$ cat config.mk
export PLATFORM = sky130hd
export DESIGN_NAME = audio_frame_serializer_flat
export DESIGN_NICKNAME = d
export VERILOG_FILES = /design/src/rtl/audio_frame_serializer_pkg.sv /design/src/rtl/audio_frame_serializer_if.sv /design/src/rtl/audio_frame_serializer_tick.sv /design/src/rtl/audio_frame_serializer.sv /design/src/flat_wrapper.sv
export SDC_FILE = /design/constraint.sdc
export NUM_CORES = 1
export LEC_CHECK = 0
export BUFFER_PORTS_ARGS = -buffer_cell sky130_fd_sc_hd__clkbuf_2
export CORE_ASPECT_RATIO = 0.75
export CORE_MARGIN = 10
export CORE_UTILIZATION = 35
export CTS_BUF_LIST = sky130_fd_sc_hd__clkbuf_8
export DETAILED_ROUTE_END_ITERATION = 12
export GPL_TIMING_DRIVEN = 0
export HOLD_SLACK_MARGIN = 0.05
export MAX_ROUTING_LAYER = met4
export PLACE_DENSITY_LB_ADDON = 0.12
export SLEW_MARGIN = 10
export SYNTH_ARGS = -nofsm -noshare
export SYNTH_HDL_FRONTEND = slang
export SYNTH_HIERARCHICAL = 1
export SYNTH_SLANG_ARGS = --single-unit
$ cat constraint.sdc
create_clock -name clock -period 3.9 [get_ports clock]
set_clock_uncertainty 0.05 [all_clocks]
set_input_delay 0.585 -clock clock [delete_from_list [all_inputs] [get_ports clock]]
set_output_delay 0.585 -clock clock [all_outputs]
set_load 0.01 [all_outputs]
$ cat src/rtl/audio_frame_serializer_pkg.sv
// Shared types and sizing helpers for the audio frame serializer family.
package audio_pkg;

  typedef enum logic {
    IDLE  = 1'b0,
    SHIFT = 1'b1
  } state_t;

  // Width of a counter/select able to address n items; never narrower than 1 bit.
  function automatic int width_of(input int n);
    return (n <= 1) ? 1 : $clog2(n);
  endfunction

  // Sizes of the default two-channel 16-bit configuration.
  localparam int DEF_DATA_W     = 16;
  localparam int DEF_CHANNELS   = 2;
  localparam int DEF_FRAME_BITS = DEF_CHANNELS * DEF_DATA_W;
  localparam int DEF_CH_W       = width_of(DEF_CHANNELS);
  localparam int DEF_BIT_W      = width_of(DEF_DATA_W);

endpackage

$ cat src/rtl/audio_frame_serializer_if.sv
// Frame source handshake: the source drives a whole frame plus valid, the
// serializer answers with ready when its holding buffer is empty.
interface audio_frame_serializer_if #(
  parameter int DATA_W   = 16,
  parameter int CHANNELS = 2
) ();

  logic [CHANNELS*DATA_W-1:0] data_in;
  logic                       data_valid;
  logic                       data_ready;

  modport master (
    output data_in,
    output data_valid,
    input  data_ready
  );

  modport slave (
    input  data_in,
    input  data_valid,
    output data_ready
  );

endinterface

$ cat src/rtl/audio_frame_serializer_tick.sv
// Bit-rate strobe: tick is high for one clock every CLK_DIV clocks.
// clear holds the divider at zero so the first bit gets a full period.
module bit_tick_gen
  import audio_pkg::*;
#(
  parameter int CLK_DIV = 1
) (
  input  logic clock,
  input  logic reset,
  input  logic clear,
  output logic tick
);

  localparam int                 DIV_W   = width_of(CLK_DIV);
  localparam logic [DIV_W-1:0]   DIV_MAX = DIV_W'(CLK_DIV - 1);

  logic [DIV_W-1:0] div_q;
  logic [DIV_W-1:0] div_d;

  assign tick = (div_q == DIV_MAX);

  // Next divider value: restart on clear or on the advancing edge.
  always_comb begin
    div_d = div_q;
    if (clear || tick) begin
      div_d = '0;
    end else begin
      div_d = div_q + DIV_W'(1);
    end
  end

  // Divider register.
  always_ff @(posedge clock) begin
    if (reset) begin
      div_q <= '0;
    end else begin
      div_q <= div_d;
    end
  end

endmodule

$ cat src/rtl/audio_frame_serializer.sv
// Multi-channel PCM frame serializer: one-deep holding buffer behind a
// valid/ready handshake, frames shifted out on a 1-bit line at CLK_DIV
// clocks per bit, back-to-back reload with no gap, underrun flagging.
module audio_frame_serializer
  import audio_pkg::*;
#(
  parameter int DATA_W     = 16,
  parameter int CHANNELS   = 2,
  parameter int CLK_DIV    = 1,
  parameter bit MSB_FIRST  = 1'b1,
  parameter bit IDLE_LEVEL = 1'b0
) (
  input  logic                          clock,
  input  logic                          reset,
  input  logic                          enable,
  audio_frame_serializer_if.slave       src,
  output logic                          audio_data,
  output logic                          audio_enable,
  output logic [width_of(CHANNELS)-1:0] channel_sel,
  output logic [$clog2(DATA_W)-1:0]     bit_count,
  output logic                          done,
  output logic                          underrun
);

  localparam int FRAME_BITS = CHANNELS * DATA_W;
  localparam int CH_W       = width_of(CHANNELS);
  localparam int BIT_W      = $clog2(DATA_W);

  localparam logic [CH_W-1:0]  CH_LAST  = CH_W'(CHANNELS - 1);
  localparam logic [BIT_W-1:0] BIT_LAST = BIT_W'(DATA_W - 1);

  state_t                  state_q,    state_d;
  logic                    buf_full_q, buf_full_d;
  logic [FRAME_BITS-1:0]   buf_data_q, buf_data_d;
  logic [FRAME_BITS-1:0]   frame_q,    frame_d;
  logic [CH_W-1:0]         ch_q,       ch_d;
  logic [BIT_W-1:0]        bc_q,       bc_d;
  logic                    done_q,     done_d;
  logic                    underrun_q, underrun_d;

  logic                    tick;
  logic                    tick_clear;
  logic                    load;
  logic [DATA_W-1:0]       word;
  logic [BIT_W-1:0]        bit_idx;
  logic                    line_bit;

  // The divider only runs while shifting, so every frame starts on a fresh bit period.
  assign tick_clear = (state_q == IDLE);

  bit_tick_gen #(
    .CLK_DIV (CLK_DIV)
  ) u_tick (
    .clock (clock),
    .reset (reset),
    .clear (tick_clear),
    .tick  (tick)
  );

  // Sequencing: bit/channel advance, frame end handling, reload and buffer fill.
  always_comb begin
    state_d    = state_q;
    buf_full_d = buf_full_q;
    buf_data_d = buf_data_q;
    frame_d    = frame_q;
    ch_d       = ch_q;
    bc_d       = bc_q;
    done_d     = 1'b0;
    underrun_d = 1'b0;
    load       = 1'b0;

    case (state_q)
      IDLE: begin
        if (buf_full_q && enable) begin
          load    = 1'b1;
          state_d = SHIFT;
        end
      end
      SHIFT: begin
        if (tick) begin
          if (bc_q == BIT_LAST) begin
            bc_d = '0;
            if (ch_q == CH_LAST) begin
              ch_d   = '0;
              done_d = 1'b1;
              if (buf_full_q && enable) begin
                load = 1'b1;
              end else begin
                state_d    = IDLE;
                underrun_d = enable;
              end
            end else begin
              ch_d = ch_q + CH_W'(1);
            end
          end else begin
            bc_d = bc_q + BIT_W'(1);
          end
        end
      end
      default: state_d = IDLE;
    endcase

    // Loading needs a full buffer and accepting needs an empty one, so they never collide.
    if (load) begin
      frame_d    = buf_data_q;
      buf_full_d = 1'b0;
      ch_d       = '0;
      bc_d       = '0;
    end else if (src.data_valid && !buf_full_q) begin
      buf_full_d = 1'b1;
      buf_data_d = src.data_in;
    end
  end

  // Control registers; reset abandons any frame in flight and empties the buffer.
  always_ff @(posedge clock) begin
    if (reset) begin
      state_q    <= IDLE;
      buf_full_q <= 1'b0;
      ch_q       <= '0;
      bc_q       <= '0;
      done_q     <= 1'b0;
      underrun_q <= 1'b0;
    end else begin
      state_q    <= state_d;
      buf_full_q <= buf_full_d;
      ch_q       <= ch_d;
      bc_q       <= bc_d;
      done_q     <= done_d;
      underrun_q <= underrun_d;
    end
  end

  // Frame payload registers; contents are only observed while shifting.
  always_ff @(posedge clock) begin
    buf_data_q <= buf_data_d;
    frame_q    <= frame_d;
  end

  // Pick the active channel word and the bit within it for the serial line.
  always_comb begin
    word = frame_q[DATA_W-1:0];
    for (int k = 0; k < CHANNELS; k++) begin
      if (ch_q == CH_W'(k)) begin
        word = frame_q[k*DATA_W +: DATA_W];
      end
    end
    bit_idx  = MSB_FIRST ? (BIT_LAST - bc_q) : bc_q;
    line_bit = word[0];
    for (int j = 0; j < DATA_W; j++) begin
      if (bit_idx == BIT_W'(j)) begin
        line_bit = word[j];
      end
    end
  end

  assign src.data_ready = !buf_full_q;
  assign audio_enable   = (state_q == SHIFT);
  assign audio_data     = (state_q == SHIFT) ? line_bit : IDLE_LEVEL;
  assign channel_sel    = ch_q;
  assign bit_count      = bc_q;
  assign done           = done_q;
  assign underrun       = underrun_q;

endmodule

$ cat src/flat_wrapper.sv
// flat-port wrapper written by rule: the top's interface ports become plain ports
module audio_frame_serializer_flat import audio_pkg::*;
#(
  parameter int DATA_W     = 16,
  parameter int CHANNELS   = 2,
  parameter int CLK_DIV    = 1,
  parameter bit MSB_FIRST  = 1'b1,
  parameter bit IDLE_LEVEL = 1'b0
)
  (clock, reset, enable, audio_data, audio_enable, channel_sel, bit_count, done, underrun, src_data_in, src_data_valid, src_data_ready);
  audio_frame_serializer_if #(.DATA_W(DATA_W), .CHANNELS(CHANNELS)) src_i ();
  input  logic clock;
  input  logic reset;
  input  logic enable;
  output logic audio_data;
  output logic audio_enable;
  output logic [width_of(CHANNELS)-1:0] channel_sel;
  output logic [$clog2(DATA_W)-1:0] bit_count;
  output logic done;
  output logic underrun;
  input wire logic [$bits(src_i.data_in)-1:0] src_data_in;
  input wire logic [$bits(src_i.data_valid)-1:0] src_data_valid;
  output wire logic [$bits(src_i.data_ready)-1:0] src_data_ready;
  assign src_i.data_in = src_data_in;
  assign src_i.data_valid = src_data_valid;
  assign src_data_ready = src_i.data_ready;
  audio_frame_serializer #(.DATA_W(DATA_W), .CHANNELS(CHANNELS), .CLK_DIV(CLK_DIV), .MSB_FIRST(MSB_FIRST), .IDLE_LEVEL(IDLE_LEVEL)) u_core (.clock(clock), .reset(reset), .enable(enable), .src(src_i), .audio_data(audio_data), .audio_enable(audio_enable), .channel_sel(channel_sel), .bit_count(bit_count), .done(done), .underrun(underrun));
endmodule
==> results.md, run 1 <==
- Crit path DAT: 2.33 ns
- Number of port buffers: 45
- H-tree depth: 3
- DR WL/cell: 14.3 um
- Final setup margin: 0.940 ns
- Highest Signal Layer: met4
- Primary FF master, synth: edfxtp_1
- P_int: 1.17 mW
- Drc violations: 0
- Reg power frac: 0.608
- Area grow syn2layout: 21.2%
- Largest net degree at the start of global routing: 23
- Switching Share: 0.220
- RD Place Congestion: 0.820
- Final Cell Area: 3450 um2
- Clock transition at the registers of the reported paths: 0.08 ns
- Min Tclk post-route: 2.96 ns
- Clock Sinks: 74
- Post-synth ARST share: 0
- Core Util, Final: 0.436
- Worst-margin pin slew: 0.538 ns
- Slew Viols, Final: 0
- First-pass GRT wire length: 8.20 mm
- Num ports: 46
- Clock insertion delay at the later pin of the skew report: 0.34 ns
- Worst Hold Class: in -> reg
- Hold_ws: 0.363 ns
- DIE WIDTH: 124 um
- Worst vdd ir: 184 uV
- DRT Pass-1 Iters: 4
- Initial Util: 0.360
- Unrepaired setup endpoints after global routing: false
- Dpl ws: 1.30 ns
- Met2 wire length: 2.00 mm
- DRT antenna net count: 0
- Reported max-cap violation count: 0
- Outcome: finished clean
- Yosys top cell area share: 0.675
- Final setup vio count: 0
- Initial detailed-routing violation count: 60
- Worst Setup SP: u_core/bit_count[0]$_SDFFE_PP0P_
- Cell Pwr Density: 436 nW/um2
- Syn Area/Cell: 16.4 um2
- Synth top area cells: edfxtp_1, dfxtp_1, mux2i_1
- Layout net count: 272
- DR vias: 1,552
- Layout cells sized above 1: 0.342
- R2R Path End: u_core/bit_count[2]$_SDFFE_PP0P_
- Worst Reg-to-Reg Cells: 8
- Wl on met1: 2.39 mm
- Leading area contributor after synthesis: edfxtp_1
- Post-synthesis net count: 214
- Number of failing hold endpoints at the final stage: 0
- CP endpoint kind: output pin
- Net Switching: 0.331 mW
- Post-cts hold buffer count: 0
- WL final: 4.88 mm
- Root Driver: clkbuf_8
- CP startpoint kind: flop
- Ys Warns: 6
- Die Ht: 98.1 um
- Remaining global-route overflow: 0
- Dpl hpwl: 3.60 mm
- Final Cycle Share: 0.759
- Initial antenna violation count: 0
- FP Rows: 28
- CP Capture Point: audio_data
- Clk network pwr share: 0.342
- EDFF count, synth: 64
- TNS Setup: 0 ns
- Critical-path maximum fanout: 10
- Mapped cell area: 2850 um2
- Comb pwr share: 0.050
- Register area share after synthesis: 0.745
- CTS Buf Count: 9
- CTS tree: yes
- CP required: 3.26 ns
- #FFs+latches synth: 74
- ANT cells: 0
- Number of global-route vias before repair: 1,614
- Crit Path Class: reg -> out
- Reg2reg start: u_core/bit_count[0]$_SDFFE_PP0P_
- DP Area: 3270 um2
- Post-DR vias/cell: 4.54
- Netlist cell types: 44
- CTS resizes: 0
- R2r setup slk: 1.43 ns
- Max clock buf depth: 2
- Cells after synthesis: 174
- Rel. slew slack: 0.641
- Met3 routed WL: 417 um
- Highest Clock Rate: 338 MHz
- Die area: 12,200 um2
- Post-CTS setup buffers: 0
- Leak: 1.23 nW
- Core ar.: 7920 um2
- GRT Overall Usage: 0.0908
-- stage by stage --
step	power [mW]	std cells
2_1_floorplan	0.964	174
3_3_place_gp	0.999	324
3_5_place_dp	1.01	326
4_1_cts	1.53	342
5_1_grt	1.58	342
6_report	1.50	342
-- routing by layer --
layer	GRT usage	vias to the layer above
met5	-	-
met4	0.0345	0
met3	0.0501	8
met2	0.111	50
met1	0.121	719
li1	-	775
-- synthesized netlist by cell type, types with 2 or more instances --
cell      number
nand2_1        6
a21oi_2        2
mux2_2         4
a21oi_1        6
dfxtp_1       10
mux2_4         4
ha_1           4
buf_2          3
inv_1          7
nor3_1         2
a211oi_1       2
nor2b_1        3
xnor2_1        2
edfxtp_1      64
o21ai_1        3
o21ai_0        5
nand3_1        4
nor2_1         9
nand3b_1       3
mux2i_1        7
-- power by group through the flow --
stage          sequential (mW)  clock, mW  combinational [mW]
3_3_place_gp             0.935          0              0.0648
5_1_grt                  0.917      0.582              0.0847
4_1_cts                  0.914      0.543              0.0769
2_1_floorplan            0.930          0              0.0341
6_report                 0.914      0.515              0.0749
3_5_place_dp             0.932          0              0.0765
-- placed cells by master, fill, tap and decap left out, types with 3 or more instances in the layout --
cell type,count
edfxtp_1,64
o21ai_1,3
nand3b_1,3
o21ai_0,5
mux2_4,4
nor2_1,9
nand2_1,6
clkbuf_2,45
clkbuf_8,9
a21oi_1,6
buf_2,3
nand3_1,4
ha_1,4
inv_1,8
mux2_2,4
dfxtp_1,10
mux2i_1,7
-- critical path: stages, from the launching register on --
cell and delay [ns]:
dfxtp_1 0.46, inv_1 0.10, ha_1 0.21, buf_4 0.17, nor2b_1 0.11, a22oi_1 0.07, a32o_1 0.26, a222oi_1 0.33
o21ai_1 0.13, clkbuf_2 0.14
-- area by class of cell --
| class | count | area [um2] |
|---|---|---|
| fill | 747 | 4470 |
| sequential | 74 | 2120 |
| multi-input combinational | 86 | 657 |
| timing repair buffer | 47 | 280 |
| tap | 105 | 131 |
| clock buffer | 9 | 124 |
| buffer | 7 | 57.6 |
| clock inverter | 7 | 53.8 |
| inverter | 7 | 26.3 |
-- worst min-delay path by stage --
stage / from / endpoint / slack (ns) / cells after the start
after floorplan: u_core/buf_data_q[0]$_DFFE_PP_ / u_core/frame_q[0]$_DFFE_PP_ / 0.35 / 0
after global placement: u_core/buf_data_q[23]$_DFFE_PP_ / u_core/frame_q[23]$_DFFE_PP_ / 0.35 / 0
after detailed placement: u_core/buf_data_q[10]$_DFFE_PP_ / u_core/frame_q[10]$_DFFE_PP_ / 0.35 / 0
after CTS: src_data_in[25] / u_core/buf_data_q[25]$_DFFE_PP_ / 0.33 / 1
after global routing: src_data_in[6] / u_core/buf_data_q[6]$_DFFE_PP_ / 0.32 / 1
final: src_data_in[24] / u_core/buf_data_q[24]$_DFFE_PP_ / 0.36 / 1
-- cells by family (layout without fill, tap and decap cells) --
group           after synthesis  count (layout)  synth area share
compound gates               28              28            0.0703
xor+xnor                      2               2           0.00615
fa+ha+maj                     4               4            0.0176
buf+inv                      14              77            0.0294
flops                        74              74             0.745
mux                          16              16            0.0655
other cells                   1               1           0.00132
simple gates                 35              35            0.0646
-- sequential cells by signal, indices dropped and copies added (netlist names) --
register and count:
u_core/buf_data_q 32, u_core/done 1, u_core/frame_q 32, u_core/bit_count 4, u_core/u_tick/div_q 1, u_core/audio_enable 1, u_core/buf_full_q 1, u_core/channel_sel 1
u_core/underrun 1
(Power assumes the default switching activity.)
==> run 2: changes to the inputs <==
==> constraint.sdc (replaced) <==
create_clock -name clock -period 2.5 [get_ports clock]
set_clock_uncertainty 0.05 [all_clocks]
set_input_delay 0.375 -clock clock [delete_from_list [all_inputs] [get_ports clock]]
set_output_delay 0.375 -clock clock [all_outputs]
set_load 0.01 [all_outputs]
==> run 2 against run 1 <==
Against the previous run:
- via count rose by 4.1%
- sequential cell count is the same
- non-clock buffer count rose by 11
- worst setup slack got worse by 0.95 ns
- combinational power up 72%
- sequential share of layout area decreased by 2.4 points
- critical path depth shrank 2
- wire length grew 12%
- power is 57% higher
- the flow now finishes with violations (setup timing)
- register-to-register slack worse by 1.1 ns
==> results.md, run 2 (synthesis gave the netlist of run 1 again) <==
- Min Tclk post-route: 2.51 ns
- Initial detailed-routing violation count: 102
- Worst vdd ir: 268 uV
- Highest Clock Rate: 399 MHz
- CP endpoint kind: output pin
- Hold Path End: u_core/buf_data_q[20]$_DFFE_PP_
- Commonest non-fill, non-tap cell in the layout: edfxtp_1
- WL final: 5.46 mm
- Reg2reg start: u_core/bit_count[0]$_SDFFE_PP0P_
- R2r setup slk: 0.30 ns
- Max clock buf depth: 2
- CTS Buf Count: 9
- Remaining global-route overflow: 0
- Violated checks: setup timing
- DP Area: 3250 um2
- CP max-delay cell: mux2_2
- CP startpoint kind: flop
- Worst Hold Class: in -> reg
- Fillcell total: 756
- Dpl hpwl: 3.52 mm
- DRT antenna net count: 0
- Num ports: 46
- DR WL/cell: 15.4 um
- Final setup margin: -0.00544 ns
- Initial Util: 0.360
- Layout net count: 284
- Drc violations: 0
- Number of failing hold endpoints at the final stage: 0
- Slew Viols, Final: 0
- Final Cell Area: 3610 um2
- Post-cts hold buffer count: 0
- Worst-path cell chain: buf_6, mux2_2, o22ai_2, a211oi_1, a222oi_1, o21ai_1, clkbuf_2
- Leak: 1.30 nW
- DRT Pass-1 Iters: 4
- Number of port buffers: 45
- Root Driver: clkbuf_8
- Dpl ws: -0.242 ns
- Final Cycle Share: 1.00
- GRT Overall Usage: 0.0971
- Crit Path Class: reg -> out
- Layout cells sized above 1: 0.418
- CP peak stage delay: 0.38 ns
- Crit path DAT: 2.08 ns
- Initial antenna violation count: 0
- Largest net degree at the start of global routing: 23
- Most frequent cells in the layout: edfxtp_1, clkbuf_2, buf_4, clkbuf_8, nor2_1
- DIE WIDTH: 124 um
- R2R Path End: u_core/frame_q[2]$_DFFE_PP_
- Worst-margin pin slew: 0.499 ns
- Clock transition at the registers of the reported paths: 0.08 ns
- Clock Sinks: 74
- Final setup vio count: 1
- Worst Reg-to-Reg Cells: 5
- Area grow syn2layout: 26.6%
- Hold Path Cell Cnt: 1
- Hold_ws: 0.147 ns
- Hold path start: src_data_in[20]
- Post-DR vias/cell: 4.56
- CTS tree: yes
- First-pass GRT wire length: 8.76 mm
- Critical-path maximum fanout: 6
- Die Ht: 98.1 um
- Rel. slew slack: 0.667
- DR vias: 1,615
- H-tree depth: 3
- Core ar.: 7920 um2
- Clock insertion delay at the later pin of the skew report: 0.35 ns
- Number of global-route vias before repair: 1,723
- CP required: 2.08 ns
- Cell Pwr Density: 653 nW/um2
- FP Rows: 28
- ANT cells: 0
- Outcome: complete, but fails checks
- Die area: 12,200 um2
- Unrepaired setup endpoints after global routing: true
- Reported max-cap violation count: 0
- RD Place Congestion: 0.805
==> run 2: cell count changes in the layout (fill, tap and decap cells not counted), moves of 2 or more <==
cell,before,now
buf_4,1,11
buf_6,1,3
dfxtp_1,10,7
dfxtp_4,0,2
ha_1,4,0
ha_2,0,3
inv_1,8,6
o21ai_0,5,3
o21ai_1,3,5
==> run 2: layout make-up <==
class                   count  area (um2)  share of cell area
clock buffers               9         124              0.0344
repair buffers             58         368               0.102
plain buffers               7        67.6              0.0187
well taps                 105         131              0.0364
clock inverters             7        52.6              0.0146
inverters                   7        26.3             0.00729
multi-input cells          87         706               0.196
flip-flops and latches     74        2130               0.591
==> run 2: worst max path at each step <==
stage | end | cells after the start | slack, ns | from
floorplan | u_core/buf_data_q[0]$_DFFE_PP_ | 1 | 0.20 | src_data_valid
global placement | u_core/buf_data_q[21]$_DFFE_PP_ | 2 | -0.72 | src_data_valid
detailed placement | u_core/channel_sel$_SDFFE_PP0P_ | 7 | -0.24 | u_core/bit_count[0]$_SDFFE_PP0P_
CTS | audio_data | 8 | -0.04 | u_core/channel_sel$_SDFFE_PP0P_
global route | audio_data | 10 | -0.1 | u_core/bit_count[1]$_SDFFE_PP0P_
finish | audio_data | 7 | -0.005 | u_core/channel_sel$_SDFFE_PP0P_
==> run 2: worst max-delay path: cells and delay by family, from the launching register on <==
kind | cells | cell delay [ns]
muxes | 1 | 0.38
DFF | 1 | 0.36
buffers and inverters | 2 | 0.30
AOI/OAI and AO/OA | 4 | 0.69
==> run 2: report_power, final <==
group          internal, mW  switching, mW
combinational        0.0603         0.0682
sequential             1.41         0.0168
clock                 0.364          0.440
total                  1.83          0.525
==> run 2: layer usage <==
layer,up-vias,track usage,part of all wire
li1,803,-,-
met1,744,0.129,0.48
met2,58,0.126,0.41
met3,10,0.0414,0.091
met4,0,0.0389,0.015
met5,-,-,0
==> run 2: per-stage QoR <==
| step | instances | utilization | power [mW] | TNS (ns) |
|---|---|---|---|---|
| after CTS | 353 | 0.452 | 2.39 | -0.0421 |
| after global routing | 354 | 0.455 | 2.46 | -0.0991 |
| after floorplan | 174 | - | 1.51 | 0 |
| final | 354 | 0.455 | 2.36 | -0.00544 |
| after global placement | 324 | 0.406 | 1.56 | -24.18 |
| after detailed placement | 325 | 0.410 | 1.57 | -1.40 |
==> run 2: timing repair <==
action	in CTS	in global routing
setup buffers	9	1
endpoints found under the hold margin	0	0
endpoints found under the setup margin	7	23
gates resized for setup	16	5
pin swaps	3	2
cloned	3	0
==> run 3: changes to the inputs <==
--- a/config.mk
+++ b/config.mk
@@ -12,7 +12,7 @@
 export CTS_BUF_LIST = sky130_fd_sc_hd__clkbuf_8
 export DETAILED_ROUTE_END_ITERATION = 12
 export GPL_TIMING_DRIVEN = 0
-export HOLD_SLACK_MARGIN = 0.05
+export HOLD_SLACK_MARGIN = 0.1
 export MAX_ROUTING_LAYER = met4
 export PLACE_DENSITY_LB_ADDON = 0.12
 export SLEW_MARGIN = 10
==> constraint.sdc (replaced) <==
create_clock -name clock -period 2.3 [get_ports clock]
set_clock_uncertainty 0.05 [all_clocks]
set_input_delay 0.345 -clock clock [delete_from_list [all_inputs] [get_ports clock]]
set_output_delay 0.345 -clock clock [all_outputs]
set_load 0.01 [all_outputs]
==> run 3 against run 2 <==
Against the previous run:
- sequential share of layout area fell by 2.5 points
- utilization grew 2.0 points
- sequential cell count is the same
- worst hold slack worse by 0.029 ns
- the flow still finishes with violations (setup timing)
- critical endpoint unchanged
- critical path depth up 1
==> results.md, run 3 (synthesis gave the netlist of run 1 again) <==
- Outcome: complete, but fails checks
- Violated checks: setup timing
- DR vias: 1,686
- Leak: 1.36 nW
- Final Non-Filler Cells: 370
- Die Ht: 98.1 um
- Post-DR vias/cell: 4.56
- DR WL/cell: 15.1 um
- Reg2reg start: u_core/bit_count[0]$_SDFFE_PP0P_
- Final setup margin: -0.175 ns
- Worst Hold Class: in -> reg
- Final setup vio count: 1
- CP peak stage delay: 0.34 ns
- Worst-path cell chain: buf_6, bufbuf_16, mux2i_1, a21oi_1, o21ai_0, a41o_1, o21ai_1, clkbuf_2
- Die area: 12,200 um2
- CP endpoint kind: output pin
- Number of global-route vias before repair: 1,781
- Number of failing hold endpoints at the final stage: 0
- Commonest non-fill, non-tap cell in the layout: edfxtp_1
- R2R Path End: u_core/frame_q[2]$_DFFE_PP_
- Core ar.: 7920 um2
- Hold Path End: u_core/buf_data_q[7]$_DFFE_PP_
- Net Switching: 0.582 mW
- CP startpoint kind: flop
- Worst Reg-to-Reg Cells: 5
- Register Area: 2130 um2
- Num ports: 46
- Crit Path Class: reg -> out
- CTS Buf Count: 9
- Clock insertion delay at the later pin of the skew report: 0.35 ns
- Clk network pwr share: 0.340
- Drc violations: 0
- CP max-delay cell: dfxtp_2
- Remaining global-route overflow: 0
- First-pass GRT wire length: 9.01 mm
- Layout cells sized above 1: 0.396
- Most frequent cells in the layout: edfxtp_1, clkbuf_2, dlygate4sd3_1, buf_4
- DIE WIDTH: 124 um
- R2r setup slk: 0.14 ns
- Largest net degree at the start of global routing: 23
- WL final: 5.59 mm
- CP required: 1.90 ns
- Cell Pwr Density: 688 nW/um2
- Final Cycle Share: 1.08
- RD Place Congestion: 0.805
- Switching Share: 0.225
- Tot Pwr: 2.59 mW
- P_int: 2.01 mW
- Highest Clock Rate: 404 MHz
- Root Driver: clkbuf_8
- Max clock buf depth: 2
- Initial Util: 0.360
- DRT Pass-1 Iters: 4
- Comb pwr share: 0.062
- Crit path DAT: 2.08 ns
- DRT antenna net count: 0
- DP Cell Count: 325
- Initial antenna violation count: 0
- Hold_ws: 0.118 ns
- WP buf/inv: 3
- Multi-input logic area: 706 um2
- Hold Path Cell Cnt: 1
- Area grow syn2layout: 32.2%
- Slew Viols, Final: 0
- Reported max-cap violation count: 0
- Clock Sinks: 74
- H-tree depth: 3
- GRT Overall Usage: 0.0992
- Min Tclk post-route: 2.47 ns
- Layout net count: 300
- Fillcell total: 738
- Clock transition at the registers of the reported paths: 0.08 ns
- CTS tree: yes
- Number of port buffers: 45
- Reg power frac: 0.598
- Initial detailed-routing violation count: 92
- FP Rows: 28
- Hold path start: src_data_in[7]
- Cell family with most CP delay: compound AO/OA/AOI/OAI gates
- Unrepaired setup endpoints after global routing: true
- Critical-path maximum fanout: 6
- Dpl hpwl: 3.52 mm
- Worst vdd ir: 311 uV
- ANT cells: 0
-- run 3: cell types whose count changed in the layout (fill, tap and decap cells not counted), sizes merged --
| cell | before | now |
|---|---|---|
| dlygate4sd3 | 0 | 15 |
| buf | 18 | 19 |
-- run 3: power groups by stage --
stage	clock network (mW)	logic (mW)	registers (mW)
2_1_floorplan	0	0.0595	1.58
3_3_place_gp	0	0.112	1.58
3_5_place_dp	0	0.123	1.58
4_1_cts	0.909	0.157	1.55
5_1_grt	0.967	0.176	1.55
6_report	0.881	0.161	1.55
-- run 3: timing repair --
item                                    CTS  global route
pin swaps                                 3             2
endpoints found under the setup margin   39             1
buffers inserted                         11             0
endpoints found under the hold margin    11             4
hold buffers                             11             4
gates resized for setup                  17             4
gates cloned                              3             0
-- run 3: worst reg2reg max path: cells and delay by family, from the launching register on --
kind / cells / cell delay (ns)
AOI/OAI and AO/OA: 1 / 0.32
and+or+nand+nor: 2 / 0.65
DFF: 1 / 0.39
buffers and inverters: 1 / 0.12
adders and majority gates: 1 / 0.27
-- run 3: worst max path at each step --
stage / start / endpoint / slack [ns] / depth (start not counted)
finish: u_core/channel_sel$_SDFFE_PP0P_ / audio_data / -0.17 / 8
global route: u_core/bit_count[1]$_SDFFE_PP0P_ / audio_data / -0.27 / 10
CTS: u_core/channel_sel$_SDFFE_PP0P_ / audio_data / -0.21 / 8
detailed placement: u_core/bit_count[0]$_SDFFE_PP0P_ / u_core/channel_sel$_SDFFE_PP0P_ / -0.44 / 7
global placement: src_data_valid / u_core/buf_data_q[21]$_DFFE_PP_ / -0.89 / 2
floorplan: src_data_valid / u_core/buf_data_q[0]$_DFFE_PP_ / 0.03 / 1
-- run 3: layer usage --
| layer | global-route usage | vias to the layer above | part of all wire |
|---|---|---|---|
| met5 | - | - | 0 |
| met4 | 0.0389 | 0 | 0.015 |
| met3 | 0.0403 | 10 | 0.068 |
| met2 | 0.132 | 48 | 0.42 |
| met1 | 0.131 | 794 | 0.49 |
| li1 | - | 834 | - |
-- run 3: stage by stage --
step	utilization	instance area [um2]	setup WS [ns]	TNS, ns
final	0.475	3760	-0.175	-0.175
after global routing	0.475	3760	-0.269	-0.269
after CTS	0.468	3710	-0.212	-0.212
after detailed placement	0.410	3250	-0.442	-8.76
after global placement	0.406	3210	-0.890	-35.67
after floorplan	-	2860	0.0324	0
-- run 3: cell type report --
cell class / count / share of cell area
plain buffers: 7 / 0.0180
clock buffers: 9 / 0.0329
clock inverters: 7 / 0.0140
inverters: 7 / 0.00698
multi-input cells: 87 / 0.188
flip-flops and latches: 74 / 0.566
well taps: 105 / 0.0349
repair buffers: 74 / 0.140
